File: src/rtl/wb_pkg.sv
// Shared encodings for the writeback stage: writeback source select, load type, PC+8 offset.
// Load extension is compiled in only when WB_LOAD_EXT_EN is defined.
package wb_pkg;

    typedef enum logic [1:0] {
        WD_ALU = 2'd0,
        WD_MEM = 2'd1,
        WD_PC8 = 2'd2,
        WD_MD  = 2'd3
    } wd_sel_e;

    typedef enum logic [2:0] {
        LD_LW  = 3'd0,
        LD_LB  = 3'd1,
        LD_LBU = 3'd2,
        LD_LH  = 3'd3,
        LD_LHU = 3'd4
    } ld_type_e;

    localparam logic [31:0] PC8_OFFSET = 32'd8;

    function automatic logic [31:0] ext8(input logic [7:0] b, input logic sgn);
        return {{24{sgn & b[7]}}, b};
    endfunction

    function automatic logic [31:0] ext16(input logic [15:0] h, input logic sgn);
        return {{16{sgn & h[15]}}, h};
    endfunction

endpackage

File: src/rtl/load_ext.sv
// Combinational load data extender: picks the addressed byte/halfword and sign- or zero-extends it.
// Load types outside the defined set behave as a full-word load.
module load_ext
    import wb_pkg::*;
(
    input  logic [31:0] word,
    input  logic [1:0]  addr_lo,
    input  logic [2:0]  ld_type,
    output logic [31:0] data
);

    logic [7:0]  byte_sel;
    logic [15:0] half_sel;

    always_comb begin
        byte_sel = word[7:0];
        case (addr_lo)
            2'd0: byte_sel = word[7:0];
            2'd1: byte_sel = word[15:8];
            2'd2: byte_sel = word[23:16];
            2'd3: byte_sel = word[31:24];
            default: byte_sel = word[7:0];
        endcase
    end

    // Halfword loads are aligned by construction, so only addr_lo[1] matters.
    assign half_sel = addr_lo[1] ? word[31:16] : word[15:0];

    always_comb begin
        data = word;
        case (ld_type)
            LD_LB:   data = ext8(byte_sel, 1'b1);
            LD_LBU:  data = ext8(byte_sel, 1'b0);
            LD_LH:   data = ext16(half_sel, 1'b1);
            LD_LHU:  data = ext16(half_sel, 1'b0);
            default: data = word;
        endcase
    end

endmodule

File: src/rtl/wb_stage.sv
// M->W pipeline register and writeback data mux, with a retired-instruction counter.
// Define WB_LOAD_EXT_EN to register load type/offset and enable sub-word load extension.
module wb_stage
    import wb_pkg::*;
#(
    parameter logic [31:0] RESET_PC = 32'h0000_3000
) (
    input  logic        clk,
    input  logic        reset,
    input  logic        en,
    input  logic        flush,
    input  logic [31:0] m_pc,
    input  logic [4:0]  m_a3,
    input  logic [1:0]  m_wd_sel,
    input  logic [31:0] m_alu,
    input  logic [31:0] m_md,
    input  logic [31:0] m_mem_rd,
    input  logic [1:0]  m_addr_lo,
    input  logic [2:0]  m_ld_type,
    output logic [4:0]  w_a3,
    output logic [31:0] w_wd,
    output logic [31:0] w_pc,
    output logic        w_valid,
    output logic [31:0] retire_cnt
);

    // Load protocol: flush wins over en and loads a bubble; otherwise en=1 advances
    // the register by one instruction and en=0 holds it. The instruction leaving W
    // (advance or flush while w_valid) is the one counted as retired.
    wd_sel_e     wd_sel_q;
    logic [31:0] alu_q;
    logic [31:0] md_q;
    logic [31:0] mem_rd_q;
    logic [31:0] mem_data;
    logic        advance;

    assign advance = en | flush;

    always_ff @(posedge clk or posedge reset) begin
        if (reset) begin
            w_a3     <= '0;
            w_pc     <= RESET_PC;
            w_valid  <= 1'b0;
            wd_sel_q <= WD_ALU;
            alu_q    <= '0;
            md_q     <= '0;
            mem_rd_q <= '0;
        end else if (flush) begin
            w_a3     <= '0;
            w_pc     <= RESET_PC;
            w_valid  <= 1'b0;
            wd_sel_q <= WD_ALU;
            alu_q    <= '0;
            md_q     <= '0;
            mem_rd_q <= '0;
        end else if (en) begin
            w_a3     <= m_a3;
            w_pc     <= m_pc;
            w_valid  <= 1'b1;
            wd_sel_q <= wd_sel_e'(m_wd_sel);
            alu_q    <= m_alu;
            md_q     <= m_md;
            mem_rd_q <= m_mem_rd;
        end
    end

    always_ff @(posedge clk or posedge reset) begin
        if (reset) begin
            retire_cnt <= '0;
        end else if (w_valid && advance) begin
            retire_cnt <= retire_cnt + 32'd1;
        end
    end

`ifdef WB_LOAD_EXT_EN
    logic [1:0] addr_lo_q;
    logic [2:0] ld_type_q;

    always_ff @(posedge clk or posedge reset) begin
        if (reset) begin
            addr_lo_q <= '0;
            ld_type_q <= '0;
        end else if (flush) begin
            addr_lo_q <= '0;
            ld_type_q <= '0;
        end else if (en) begin
            addr_lo_q <= m_addr_lo;
            ld_type_q <= m_ld_type;
        end
    end

    load_ext u_load_ext (
        .word    (mem_rd_q),
        .addr_lo (addr_lo_q),
        .ld_type (ld_type_q),
        .data    (mem_data)
    );
`else
    // Without extension the load-shape inputs are intentionally ignored.
    logic unused_ld_shape;
    assign unused_ld_shape = ^{m_addr_lo, m_ld_type};
    assign mem_data = mem_rd_q;
`endif

    always_comb begin
        w_wd = '0;
        case (wd_sel_q)
            WD_ALU:  w_wd = alu_q;
            WD_MEM:  w_wd = mem_data;
            WD_PC8:  w_wd = w_pc + PC8_OFFSET;
            WD_MD:   w_wd = md_q;
            default: w_wd = alu_q;
        endcase
    end

endmodule
File: config.mk
export PLATFORM = sky130hd
export DESIGN_NAME = wb_stage
export DESIGN_NICKNAME = d
export VERILOG_FILES = /design/src/rtl/wb_pkg.sv /design/src/rtl/load_ext.sv /design/src/rtl/wb_stage.sv
export SDC_FILE = /design/constraint.sdc
export NUM_CORES = 1
export LEC_CHECK = 0
export BUFFER_PORTS_ARGS = -buffer_cell sky130_fd_sc_hd__buf_2
export CORE_ASPECT_RATIO = 0.8
export CORE_UTILIZATION = 55
export CTS_BUF_LIST = sky130_fd_sc_hd__clkbuf_4 sky130_fd_sc_hd__clkbuf_8 sky130_fd_sc_hd__clkbuf_16
export CTS_CLUSTER_SIZE = 12
export DETAILED_ROUTE_END_ITERATION = 10
export GPL_ROUTABILITY_DRIVEN = 1
export HOLD_SLACK_MARGIN = 0.06
export PLACE_DENSITY = 0.82
export SKIP_CTS_REPAIR_TIMING = 1
export SLEW_MARGIN = 20
export SYNTH_ARGS = -nofsm -noshare
export SYNTH_HDL_FRONTEND = slang
export SYNTH_HIERARCHICAL = 1
export SYNTH_SLANG_ARGS = --single-unit
File: constraint.sdc
create_clock -name clk -period 10.9 [get_ports clk]
set_input_delay 1.09 -clock clk [delete_from_list [all_inputs] [get_ports clk]]
set_output_delay 1.09 -clock clk [all_outputs]
set_load 0.03 [all_outputs]
### Yosys cells after proc, flatten, opt, wreduce, memory -nomap -nowiden

Cells that the tools add are included.

* bits in registers: 168
* latch bits: 0
* RAM bits: 0
* bits in read-only memories: 0
* bits of input ports: 144
* output and inout port bits: 102
* word-level logic and storage cells: 32
* memories: 0

* $add $sub $neg: 2
* multipliers: 0
* divide/modulo/power cells: 0
* order comparisons: 0
* equality and inequality tests: 3
* shifts and indexed selects: 0
* muxes and demuxes: 15
* bitwise operators: 1
* reduce and logical (&&, ||, !) cells: 3

Operator list (number)
* two-way mux 32 bit: 8
* one-hot mux 32 bit (4 select lines): 1
* adder 32 x 1 -> 32 bit, second input constant: 1
* adder 32 x 4 -> 32 bit, second input constant: 1
* two-way mux 5 bit: 2
* == test 2 bit, second input constant: 2
* two-way mux 2 bit: 2
* == test 2 x 1 -> 1 bit, second input constant: 1
* zero test 2 bit: 1
* two-way mux 1 bit: 2
* nonzero test 2 bit: 1
* logical AND 1 bit: 1
* OR 1 bit: 1

### Logic depth before layout (Yosys ltp)

* depth in word-level cells: 2
* depth in mapped cells: 7
* depth with buffers taken out: 6

### Worst setup path after synthesis

Ideal clock, no wire load.

* path kind: reg2out
* start point: reg w_pc[5]
* end point: out w_wd[24]
* data arrival time: 2192 ps
* data required time: 9810 ps
* slack: 7618 ps
* stages on the path, launching flop included: 6
* buffers on the path: 0
* path through: dfrtp_1 -> nand2_1 -> nor4_4 -> or3b_1 -> xnor2_1 -> mux4_2

* longest elaborated chain between the ends: 2

RTL lines
* start, declared: RTL line wb_stage.sv:22 `output logic [31:0] w_pc,`
* start signal, assigned: RTL line wb_stage.sv:58 `w_pc <= m_pc;`
* adder 32 x 4 -> 32 bit: RTL line wb_stage.sv:110 `WD_PC8: w_wd = w_pc + PC8_OFFSET;`
* one-hot mux 32 bit (4 select lines): RTL line wb_stage.sv:107 `case (wd_sel_q)`
* end, declared: RTL line wb_stage.sv:21 `output logic [31:0] w_wd,`

Every way passes these cells.

### Final worst setup path

* start point: reg w_pc[3]
* end point: out w_wd[31]

The elaborated chain is that of the path after synthesis.

==> metrics.md <==
| Metric | Value |
|---|---|
| Proportion of layout cells with a drive suffix above 1 | `0.344` |
| Global-route wire length before repair | `32.4 mm` |
| CP Max Fanout | `6` |
| Pleak | `5.27 nW` |
| IO Port Bufs | `240` |
| Max frequency | `242 MHz` |
| I/O pin total | `246` |
| Antenna Diode Count | `0` |
| RR Endpoint | `retire_cnt[31]$_DFFE_PP0P_` |
| Slew of the pin with the lowest slew margin | `1.13 ns` |
| Slew headroom | `0.247` |
| Vias per cell | `5.52` |
| Final setup fails | `0` |
| Slew Viols, Final | `0` |
| Drt wl/cell | `17.5 µm` |
| CTS tree | `yes` |
| Final Util | `0.698` |
| Overall Global Routing Usage | `0.270` |
| Initial antenna violation count | `0` |
| DP HPWL | `13.4 mm` |
| Reg2Reg Depth | `5` |
| Worst setup margin | `6.77 ns` |
| Hold Path Class | `register to register` |
| Core area | `14400 µm²` |
| Post-DRT Antenna Nets | `0` |
| Hold worst-path end | `retire_cnt[31]$_DFFE_PP0P_` |
| MaxCap Viol Count | `0` |
| RSZ-0062 raised after global routing | `false` |
| Failing checks | `design-rule violations` |
| Die Span Y | `111 µm` |
| Max H-tree Level | `4` |
| Count of cell types in the netlist | `41` |
| Pre-CTS setup slack | `7.27 ns` |
| Critical Path AT | `3.04 ns` |
| Die ar. | `15400 µm²` |
| Root Buffer | `clkbuf_16` |
| Yosys warns | `6` |
| Outcome | `finished, violations left` |
| Drt drc | `30` |
| DRT iter0 DRCs | `365` |
| Mapped Area | `8200 µm²` |
| WS Path Type | `register to primary output` |
| Layout Nets | `1071` |
| Reg-to-Reg Start | `w_valid$_DFFE_PP0N_` |
| Synth Register Bits | `168` |
| Gpl congestion | `0.831` |
| Largest net degree at the start of global routing | `98` |
| Vias in the first global route | `6276` |
| R2R Setup Slk | `8.90 ns` |
| WHS Path Cells | `1` |
| Leading area contributor after synthesis | `dfrtp_1` |
| Clk_lat worst skew | `0.41 ns` |
| Global route total overflow | `0` |
| Clock Sinks | `168` |
| Post-Syn Area per Cell | `11.7 µm²` |
| Initial Util | `0.568` |
| DRT Pass-1 Iters | `7` |
| Post-Syn Nets | `850` |
| Synth top area share | `0.506` |
| Number of CTS-inserted buffers | `17` |
| Hold path startpoint | `retire_cnt[31]$_DFFE_PP0P_` |
| Final worst path period need | `4.13 ns` |
| Critical path capture point type | `primary output` |
| Rows | `39` |
| Pwr Density | `152 nW/µm²` |
| Sequential area share after synthesis | `0.513` |
| Vias | `6190` |
| Skew final | `0.00784 ns` |
| Fin Setup TNS | `0 ns` |
| Detailed Route WL | `19.6 mm` |
| Crit path required time | `9.81 ns` |
| Die X | `139 µm` |
| Peak supply drop | `110 µV` |
| Synth top area cells | `dfrtp_1, mux2i_1, mux4_2, nor2_1, xnor2_1` |
| Cell count after synthesis | `704` |
| Synth-to-Final Area Change | `23.0%` |
| CP Launch Type | `register` |
| Final Hold Viols | `0` |
| Clock Path Buffers | `2` |
| CTS clk-pin slew, worst paths | `0.06 ns` |
| Final period util | `0.379` |
kinds of logic (layout without fill, tap and decap cells):
family,after synthesis,count (layout),synth area share
XOR/XNOR,58,58,0.0619
multiplexers,163,163,0.243
flip-flops,168,168,0.513
adder cells (fa/ha/maj),2,2,0.00305
buffers and inverters,50,283,0.0249
AO/OA/AOI/OAI,13,13,0.0111
AND/OR/NAND/NOR,250,250,0.143
worst max-delay path: stages, from the launching register on:
cell and delay [ns]:
dfrtp_1 0.43, ha_1 0.25, nand4_1 0.21, nor3_1 0.62
nand4_1 0.25, xnor2_1 0.20, mux4_2 0.48, buf_2 0.20
report_power, final:
group          switching (mW)  internal [mW]  total, mW  leakage, nW
logic                   0.149         0.0987      0.248         2.76
registers              0.0419          0.662      0.704         2.22
clock network           0.242          0.342      0.584        0.282
total                   0.433           1.10       1.54         5.27
cell usage in the layout (no fill, tap or decap), types with 3 or more instances in the layout:
master,synthesis,layout
xor2_1,14,14
xnor2_1,44,44
clkbuf_8,0,4
o21ai_0,3,3
clkbuf_16,0,17
dfrtp_1,166,164
nor2_1,148,148
nand2_1,27,27
nand4_1,17,17
inv_1,8,7
nor3_1,3,3
inv_6,0,3
nand3_1,25,25
buf_4,1,5
and3_1,9,9
mux4_2,29,29
buf_2,10,238
mux2i_1,134,134
sequential cells by signal (all words and copies together), names as in the netlist:
signal and flops:
alu_q 32, md_q 32, mem_data 32, retire_cnt 32, w_pc 32, w_a3 5
wd_sel_q 2, w_valid 1
how the worst max path moves through the flow:
stage                                    from  depth (start not counted)                   end  slack (ns)
final                     w_pc[3]$_DFFE_PP0N_                          7              w_wd[31]        6.77
after detailed placement  w_pc[3]$_DFFE_PP0N_                          7              w_wd[31]        7.27
after CTS                 w_pc[3]$_DFFE_PP0N_                          7              w_wd[31]        6.80
after global placement    w_pc[3]$_DFFE_PP0N_                          7              w_wd[31]        7.30
after global routing      w_pc[3]$_DFFE_PP0N_                          7              w_wd[31]        6.70
after floorplan                         reset                          1  alu_q[0]$_DFFE_PP0N_        5.27
metal layers:
layer  global-route usage  share of wire  wire length [µm]
met5                    0              0                 0
met4               0.0809          0.015               302
met3               0.0665          0.064              1260
met2                0.428           0.47              9300
met1                0.369           0.45              8780
final cells by class:
type	instances	area (µm²)
sequential	168	4210
fill	1075	4360
clock inverter	9	90.1
timing repair buffer	244	1240
multi-input combinational	486	3790
inverter	8	35.0
tap	184	230
clock buffer	22	488
cells in the mapped netlist, drive strengths merged:
master / n
clkbuf: 19
buf: 23
xor2: 14
o211ai: 1
or2: 2
nor3b: 1
o21bai: 2
nor3: 5
a2bb2oi: 1
and3: 9
o21ai: 4
a21oi: 1
or3: 1
inv: 8
xnor2: 44
nand3: 26
dfstp: 2
and4: 1
and2: 1
nor4: 4
nand2: 27
ha: 2
nand4: 19
a22oi: 2
nand3b: 1
dfrtp: 166
or4: 2
o21a: 1
mux2i: 134
or3b: 1
nand2b: 2
mux4: 29
o2111ai: 1
nor2: 148
per-stage QoR:
stage          std cells  cell area [µm²]  hold WS, ns  power [mW]
6_report            1121            10100        0.478        1.54
4_1_cts             1121            10100        0.475        1.55
3_5_place_dp        1090             9510        0.461       0.964
2_1_floorplan        704             8200        0.481       0.877
5_1_grt             1121            10100        0.510        1.60
3_3_place_gp        1090             9510        0.461       0.958
Power figures use the tool's default switching activity.
